--- config.mk ---
export PLATFORM = sky130hd
export DESIGN_NAME = even_parity_serial_tx
export DESIGN_NICKNAME = d
export VERILOG_FILES = /design/src/rtl/even_parity_serial_tx_pkg.sv /design/src/rtl/even_parity_serial_tx_gen.sv /design/src/rtl/even_parity_serial_tx.sv
export SDC_FILE = /design/constraint.sdc
export NUM_CORES = 1
export LEC_CHECK = 0
export CORE_MARGIN = 4
export CORE_UTILIZATION = 47
export CTS_CLUSTER_SIZE = 20
export DETAILED_ROUTE_END_ITERATION = 8
export PLACE_DENSITY = 0.72
export SLEW_MARGIN = 10
export SYNTH_ARGS = -nofsm -noshare
export SYNTH_HDL_FRONTEND = slang
export SYNTH_HIERARCHICAL = 1
export SYNTH_SLANG_ARGS = --single-unit
export TNS_END_PERCENT = 20
--- constraint.sdc ---
create_clock -name clk -period 2.18 [get_ports clk]
set_input_delay 0.436 -clock clk [delete_from_list [all_inputs] [get_ports clk]]
set_output_delay 0.436 -clock clk [all_outputs]
set_load 0.05 [all_outputs]
--- src/rtl/even_parity_serial_tx_pkg.sv ---
// even_parity_serial_tx_pkg
// Shared definitions for the even-parity serial link: the transmitter state
// encoding, the idle/start/stop line levels and the even-parity function.
// The receive-side checker imports the same package so both ends agree.
package even_parity_serial_tx_pkg;

   // Transmitter frame states, fixed encoding shared with the checker
   typedef enum logic [2:0] {
      IDLE   = 3'd0,
      START  = 3'd1,
      DATA   = 3'd2,
      PARITY = 3'd3,
      STOP   = 3'd4
   } txState_e;

   // Serial line levels
   localparam logic LINE_IDLE = 1'b1;
   localparam logic START_LVL = 1'b0;
   localparam logic STOP_LVL  = 1'b1;

   // Widest word the link carries; narrower words are zero-extended,
   // which leaves the parity unchanged
   localparam int MAX_DATA_W = 16;

   // Even parity bit: makes the total count of ones (data + parity) even
   function automatic logic evenParity(input logic [MAX_DATA_W-1:0] word);
      return ^word;
   endfunction

endpackage

--- src/rtl/even_parity_serial_tx_gen.sv ---
// even_parity_gen
// Combinational even-parity generator for a DATA_W-bit word. Shared with
// the receive-side checker, which XORs the received parity bit with this
// result to flag an error.
// Ports:
//   data_i   [DATA_W-1:0]  word to protect
//   parity_o               even-parity bit (XOR of all data bits)
module even_parity_gen
   import even_parity_serial_tx_pkg::*;
#(
   parameter int DATA_W = 8
) (
   input  logic [DATA_W-1:0] data_i,
   output logic              parity_o
);

   // Zero-extend to the package width so one function serves every DATA_W
   assign parity_o = evenParity(MAX_DATA_W'(data_i));

endmodule

--- src/rtl/even_parity_serial_tx.sv ---
// even_parity_serial_tx
// Transmit end of the even-parity link. Accepts a parallel word over a
// valid/ready handshake and sends one frame: start bit, data LSB first,
// even-parity bit, stop bit. Every bit is held for CLKS_PER_BIT cycles.
// Ports:
//   clk         clock, all state changes on the rising edge
//   rst         synchronous active-high reset
//   in_data     word to send, sampled only on the handshake
//   in_valid    producer has a word
//   in_ready    block can accept a word (idle and not in reset)
//   tx_out      serial line, idles high
//   busy        high while a frame is on the line
//   parity_out  parity of the word being sent, held after the frame
//   frame_done  one-cycle pulse on the last cycle of the stop bit
module even_parity_serial_tx
   import even_parity_serial_tx_pkg::*;
#(
   parameter int DATA_W       = 8,
   parameter int CLKS_PER_BIT = 4
) (
   input  logic              clk,
   input  logic              rst,
   input  logic [DATA_W-1:0] in_data,
   input  logic              in_valid,
   output logic              in_ready,
   output logic              tx_out,
   output logic              busy,
   output logic              parity_out,
   output logic              frame_done
);

   localparam int CNT_W = (CLKS_PER_BIT > 1) ? $clog2(CLKS_PER_BIT) : 1;
   localparam int BIT_W = (DATA_W > 1) ? $clog2(DATA_W) : 1;
   localparam logic [CNT_W-1:0] LAST_TICK = CNT_W'(CLKS_PER_BIT - 1);
   localparam logic [BIT_W-1:0] LAST_BIT  = BIT_W'(DATA_W - 1);

   txState_e          state_q, state_d;
   logic [CNT_W-1:0]  cnt_q, cnt_d;
   logic [BIT_W-1:0]  bitIdx_q, bitIdx_d;
   logic [DATA_W-1:0] shift_q, shift_d;
   logic              parity_q, parity_d;
   logic              txLine_q, txLine_d;
   logic              busy_q;
   logic              frameDone_q, frameDone_d;
   logic              lastTick;
   logic              wordParity;

   // Parity of the incoming word, captured alongside the data on handshake
   even_parity_gen #(
      .DATA_W (DATA_W)
   ) parityGen (
      .data_i   (in_data),
      .parity_o (wordParity)
   );

   // Ready is combinational so a word can be taken on the very first cycle
   // after reset releases and one cycle after each frame ends
   assign in_ready = (state_q == IDLE) && !rst;

   // Next-state logic: every state holds for CLKS_PER_BIT cycles and the
   // tick counter restarts at zero on each state change. The data shift
   // register moves right at the end of each data bit so bit 0 is always
   // the one on the line. The line level, busy and frame_done are derived
   // from the next state so they can be registered without a cycle of lag.
   always_comb begin
      state_d     = state_q;
      cnt_d       = cnt_q;
      bitIdx_d    = bitIdx_q;
      shift_d     = shift_q;
      parity_d    = parity_q;
      txLine_d    = LINE_IDLE;
      frameDone_d = 1'b0;
      lastTick    = (cnt_q == LAST_TICK);

      case (state_q)
         IDLE: begin
            if (in_valid) begin
               state_d  = START;
               cnt_d    = '0;
               bitIdx_d = '0;
               shift_d  = in_data;
               parity_d = wordParity;
            end
         end
         START: begin
            if (lastTick) begin
               state_d = DATA;
               cnt_d   = '0;
            end else begin
               cnt_d = cnt_q + CNT_W'(1);
            end
         end
         DATA: begin
            if (lastTick) begin
               cnt_d = '0;
               if (bitIdx_q == LAST_BIT) begin
                  state_d = PARITY;
               end else begin
                  bitIdx_d = bitIdx_q + BIT_W'(1);
                  shift_d  = shift_q >> 1;
               end
            end else begin
               cnt_d = cnt_q + CNT_W'(1);
            end
         end
         PARITY: begin
            if (lastTick) begin
               state_d = STOP;
               cnt_d   = '0;
            end else begin
               cnt_d = cnt_q + CNT_W'(1);
            end
         end
         STOP: begin
            if (lastTick) begin
               state_d = IDLE;
               cnt_d   = '0;
            end else begin
               cnt_d = cnt_q + CNT_W'(1);
            end
         end
         default: begin
            state_d = IDLE;
            cnt_d   = '0;
         end
      endcase

      case (state_d)
         START:   txLine_d = START_LVL;
         DATA:    txLine_d = shift_d[0];
         PARITY:  txLine_d = parity_d;
         STOP:    txLine_d = STOP_LVL;
         default: txLine_d = LINE_IDLE;
      endcase

      frameDone_d = (state_d == STOP) && (cnt_d == LAST_TICK);
   end

   // State and registered outputs. Reset abandons any frame in progress:
   // the line goes straight back to idle with no parity or stop bit.
   always_ff @(posedge clk) begin
      if (rst) begin
         state_q     <= IDLE;
         cnt_q       <= '0;
         bitIdx_q    <= '0;
         shift_q     <= '0;
         parity_q    <= 1'b0;
         txLine_q    <= LINE_IDLE;
         busy_q      <= 1'b0;
         frameDone_q <= 1'b0;
      end else begin
         state_q     <= state_d;
         cnt_q       <= cnt_d;
         bitIdx_q    <= bitIdx_d;
         shift_q     <= shift_d;
         parity_q    <= parity_d;
         txLine_q    <= txLine_d;
         busy_q      <= (state_d != IDLE);
         frameDone_q <= frameDone_d;
      end
   end

   assign tx_out     = txLine_q;
   assign busy       = busy_q;
   assign parity_out = parity_q;
   assign frame_done = frameDone_q;

endmodule
==> results by group, run 1 <==
Status
  • Outcome: finished, final reports clean

Timing
  • Pins Over Slew Limit: 0
  • Clk_skew: between 0.01 and 0.015 ns
  • Final Hold Vio Count: 0
  • Final setup TNS: 0 ns
  • Final setup fails: 0
  • Min Tclk post-route: approximately 1.9 ns
  • Period Utilization, post-route: 0.8659
  • Worst slew pin tran: ~0.49 ns
  • Max-slew headroom: 0.6717
  • Highest clock rate: between 500 and 600 MHz
  • Unrepaired setup endpoints after global routing: no

Clock network
  • CTS root buf: clkbuf_4
  • Cts repair resizes: 0
  • Clock slew at reported path FFs: approximately 0.11 ns
  • Clock Sinks: 20
  • TritonCTS clock tree: yes
  • CTS max path bufs: 2
  • Post-CTS setup buffer count: 0
  • Worst skew pair latency: 0.31 ns
  • H-tree depth: 1
  • Hold buffer count at CTS: 0
  • Clock buffer count from CTS: 3

Pwr
  • Peak VDD IR: a little over 0.5 mV
  • Leak: between 0.4 and 0.5 nW
  • Pwr dens: about 700 mW/mm2

Global route
  • Vias in the first global route: approximately 800
  • First-pass GRT wire length: 3022 um
  • Overflow after GRT: 0
  • Largest net degree at the start of global routing: 18
  • Total GRT Usage: 0.1487
  • Initial antenna violation count: 0

Yosys
  • Post-synth EDFFs: 0
  • Yosys reg bits: 20
  • Syn_nets: roughly 120
  • Yosys cell types: 33
  • Top cells by count, synth: dfxtp_1 (20), a21oi_1 (13), nand2_1 (10), nor2_1 (10)
  • Syn Inst Count: about 100
  • Share of the synthesized area in the top cell type: 0.4150
  • Combinational family with the most area after synthesis: simple AND/OR/NAND/NOR gates
  • Avg Cell Area, Syn: 9.276 um2
  • Synth Area in Compound Gates: 0.1881
  • Multiplexer share of the synthesized area: 0.03113
  • Synth Flop Type: dfxtp_1
  • Synth async-reset ratio: 0
  • Most frequent cell after synthesis: dfxtp_1
  • Simple-gate area share of the yosys netlist: 0.2257
  • Xor/xnor cell area share of the yosys netlist: 0.06355
  • Mapped Area: approximately 960 um2
  • Area leader, netlist: dfxtp_1
  • Yosys warnings: 6
  • Synth area leaders: dfxtp_1 (42%), a21oi_1 (6.7%), xnor2_1 (5.4%), a22oi_1 (4.7%), ha_1 (3.9%)
  • Adder-cell area share of the yosys netlist: 0.03891
  • Sequential element share of the synthesized area: 0.4150

Final layout
  • Sequential cell area: 400.4 um2
  • Layout cells sized above 1: 0.1083
  • Multi-input logic area: 534.3 um2
  • N_diodes: 0
  • Nets: between 100 and 150
  • Layout Utilization: 0.6135
  • Area growth, synth to finish: 24.77%
  • Fillers: ~190

Detailed routing
  • Number of remaining DRC errors: 0
  • Initial detailed-routing violation count: 7
  • Drt wl/cell: 11.90 um
  • Total Wirelength: around 1700 um
  • Vias/cell: 5.136
  • Post-route ant nets: 0
  • Drt pass-1 iters: 4
  • Via count: roughly 760

Worst hold path
  • HP Class: flop to flop

Worst setup path
  • Critical-path top delay cell: clkdlybuf4s50_1
  • Maximum fanout along the worst path: 2
  • Crit-path max cell delay: 0.80 ns
  • WP data required: roughly 1.7 ns
  • Top Family by Delay on Critical Path: buffers and inverters
  • Crit. End Element: primary output
  • Arrival time worst endpoint: around 1.5 ns
  • Buf+Inv Stages, Crit Path: 1
  • CP startpoint kind: flop
  • CP Cell Sequence: clkdlybuf4s50_1
  • Kind of critical path: flop to primary output

Placement
  • HPWL after detailed placement: around 1300 um
  • IO Port Bufs: 15
  • GP Congestion: about 0.7

Floorplanning
  • Die W: 53.31 um
  • Total core area: about 0.0020 mm2
  • DIE AREA: around 0.0028 mm2
  • Initial Utilization: 0.4917
  • # IOs: 16
  • Die Height: approximately 53 um
  • # rows: 16

Run
  • Max-cap violation count: 0
## report_power, final
group	switching, mW	internal [mW]
Combinational	0.0766	0.0717
Sequential	0.0118	0.383
Clock	0.112	0.186
Total	0.201	0.641
## registers in the layout, indices dropped and copies added (netlist names)
register and count:
shift_q 8, bitIdx_q 3, state_q 3, cnt_q 2, busy 1, frame_done 1, parity_out 1, tx_out 1
## worst paths after layout
kind                     end  depth (start not counted)  slack, ns       start
hold / removal    shift_q[4]                          2       0.46  shift_q[4]
hold reg to reg   shift_q[4]                          2       0.46  shift_q[4]
setup / recovery  parity_out                          1       0.29  parity_out
setup reg to reg      tx_out                          5       0.39    cnt_q[0]
## per-layer routing
metal | global-route usage | up-vias | wire, um
met5 | 0 | - | 0
met4 | 0.1149 | 0 | 53
met3 | 0.02535 | 5 | 51
met2 | 0.2531 | 13 | 834
met1 | 0.1604 | 336 | 810
li1 | - | 401 | -
## logic make-up (layout without fill, tap and decap cells)
group                    after synthesis  after routing
AND/OR/NAND/NOR                       38             38
buffers and inverters                  6             22
adder cells (fa/ha/maj)                3              3
AO/OA/AOI/OAI                         27             27
flip-flops                            20             20
multiplexers                           3              3
XOR/XNOR                               7              7
## area by class of cell
cell class / instances / area share
Multi-Input combinational cell: 78 / 0.4439
Sequential cell: 20 / 0.3326
Timing Repair Buffer: 18 / 0.1518
Tap cell: 27 / 0.02807
Clock inverter: 1 / 0.02495
Clock buffer: 3 / 0.01871
## stage by stage
step | cells | hold slack [ns] | total power, mW | worst slack (ns) | area (um2)
floorplan | 104 | 0.4356 | 0.4996 | 0.2696 | 970.9
global placement | 143 | 0.4441 | 0.5512 | 0.2137 | 1151
detailed placement | 143 | 0.4471 | 0.5530 | 0.1714 | 1151
CTS | 147 | 0.4641 | 0.8560 | 0.2682 | 1204
global route | 147 | 0.4825 | 0.8812 | 0.2214 | 1204
finish | 147 | 0.4603 | 0.8417 | 0.2924 | 1204
## cell usage in the layout (no fill, tap or decap), types with 2 or more instances in the layout
cell	instances
clkbuf_4	3
mux2i_1	3
and2_1	2
buf_4	3
o211ai_1	2
ha_1	3
nor2b_1	3
dfxtp_1	20
nor3b_1	3
nor2_1	10
a21oi_1	13
nand2_1	10
clkdlybuf4s50_1	14
a22oi_1	6
xnor2_1	6
(Power assumes the default switching activity.)
==> inputs of run 2 (changes only) <==
- CORE_UTILIZATION: 47 -> 50
- PLACE_DENSITY: 0.72 -> 0.76
- SKIP_CTS_REPAIR_TIMING: not set -> 1
==> results by group, run 2 (synthesized netlist as in run 1, its figures left out) <==
Floorplanning
  • # rows: 15
  • DIE AREA: between 0.002 and 0.003 mm2
  • Die Height: between 50 and 60 um
  • Total core area: about 0.0018 mm2
  • Initial Utilization: 0.5411
  • # IOs: 16
  • Die W: a little over 50 um

Worst setup path
  • Crit. Startpoint: parity_out
  • Critical-path top delay cell: clkdlybuf4s50_1
  • RR Endpoint: busy
  • CP Cell Sequence: clkdlybuf4s50_1
  • Arrival time worst endpoint: approximately 1.5 ns
  • Top Family by Delay on Critical Path: buffers and inverters
  • Buf+Inv Stages, Crit Path: 1
  • Crit-path max cell delay: roughly 0.81 ns
  • R2R cell count: 6
  • CP startpoint kind: flop
  • Crit. End Element: primary output
  • R2r startpoint: bitIdx_q[0]
  • Kind of critical path: flop to primary output
  • Maximum fanout along the worst path: 2
  • WP data required: roughly 1.7 ns
  • Reg2reg setup slack: ~0.36 ns

Detailed routing
  • Number of remaining DRC errors: 0
  • Drt wl/cell: between 10 and 15 um
  • Initial detailed-routing violation count: 12
  • Total Wirelength: 1852 um
  • Via count: approximately 800
  • Drt pass-1 iters: 4
  • Vias/cell: around 5.5
  • Post-route ant nets: 0

Clock network
  • TritonCTS clock tree: yes
  • Worst skew pair latency: roughly 0.3 ns
  • CTS root buf: clkbuf_4
  • Clock Sinks: 20
  • Clock buffer count from CTS: 3
  • Clock slew at reported path FFs: about 0.11 ns
  • H-tree depth: 1
  • CTS max path bufs: 2

Global route
  • Total GRT Usage: 0.1499
  • Initial antenna violation count: 0
  • Largest net degree at the start of global routing: 17
  • Vias in the first global route: roughly 720
  • First-pass GRT wire length: approximately 3000 um
  • Overflow after GRT: 0

Timing
  • Final setup TNS: 0 ns
  • Highest clock rate: 524.8 MHz
  • Max-slew headroom: 0.6665
  • WHS: between 0.4 and 0.5 ns
  • Final WS setup: around 0.27 ns
  • Min Tclk post-route: between 1.5 and 2 ns
  • Final Hold Vio Count: 0
  • Worst slew pin tran: 0.4986 ns
  • Period Utilization, post-route: 0.8741
  • Clk_skew: approximately 0.0074 ns
  • Final setup fails: 0
  • Unrepaired setup endpoints after global routing: no
  • Pins Over Slew Limit: 0

Placement
  • GP Congestion: 0.7363
  • Place WS: about 0.17 ns
  • HPWL after detailed placement: approximately 1400 um
  • Placed instance area: 0.001156 mm2
  • Post-placement cell count: ~140
  • IO Port Bufs: 15

Final layout
  • Nets: 136
  • Fin area: ~0.0012 mm2
  • Commonest non-fill, non-tap cell in the layout: dfxtp_1
  • Largest Register: shift_q
  • Most frequent cells in the layout: dfxtp_1 (20), clkdlybuf4s50_1 (14), a21oi_1 (13), nor2_1 (10), nand2_1 (10)
  • Non-filler cells, final: roughly 150
  • Max reg flops: 8
  • Largest registers: shift_q: 8 flops, bitIdx_q: 3 flops, state_q: 3 flops
  • Area growth, synth to finish: 22.18%
  • Layout cells sized above 1: 0.1083
  • N_diodes: 0

Worst hold path
  • HP Class: flop to flop
  • Min-Delay Endpoint: shift_q[4]
  • WHS Path Cells: 2
  • Min-delay src: shift_q[4]

Run
  • Max-cap violation count: 0

Pwr
  • Switching power: 196.3 uW
  • Power share of the clock group: 0.237
  • Internal power: about 520 uW
  • Power share of the sequential group: 0.552
  • Pwr dens: roughly 600 mW/mm2
  • Power share of the combinational group: 0.211
  • Sw frac: 0.2737
  • Peak VDD IR: around 0.44 mV
  • Leak: 0.4506 nW

Status
  • Outcome: finished, final reports clean
==> run 2: cell count changes in the layout (fill, tap and decap cells not counted), sizes merged <==
cell and delta:
buf +1, bufinv -1
==> run 2: power groups by stage <==
stage / clock (mW) / sequential (mW) / combinational, mW
floorplan: 0 / 0.419 / 0.0803
global placement: 0 / 0.403 / 0.149
detailed placement: 0 / 0.404 / 0.152
CTS: 0.174 / 0.396 / 0.153
global route: 0.190 / 0.398 / 0.162
finish: 0.170 / 0.396 / 0.152
==> run 2: how the worst max path moves through the flow <==
stage	to	slack [ns]	cells after the start
floorplan	in_ready	0.27	2
global placement	tx_out	0.21	7
detailed placement	tx_out	0.17	7
CTS	parity_out	0.27	1
global route	tx_out	0.17	5
finish	parity_out	0.27	1
==> run 2: per-stage QoR <==
stage,util,power (mW)
6_report,0.6611,0.7171
4_1_cts,0.6611,0.7226
3_3_place_gp,0.6484,0.5527
5_1_grt,0.6611,0.7505
2_1_floorplan,-,0.4996
3_5_place_dp,0.6484,0.5561
==> run 2: cell type report <==
class                   count  area, um2
well taps                  25      31.28
multi-input cells          78      534.3
repair buffers             19      190.2
fillers                   149      604.3
clock buffers               3      22.52
flip-flops and latches     20      400.4
==> run 2: layer usage <==
layer,global-route usage,share of wire,vias up
li1,-,-,406
met1,0.1719,0.46,367
met2,0.2615,0.47,19
met3,0.03438,0.043,5
met4,0.06550,0.019,0
met5,0,0,-
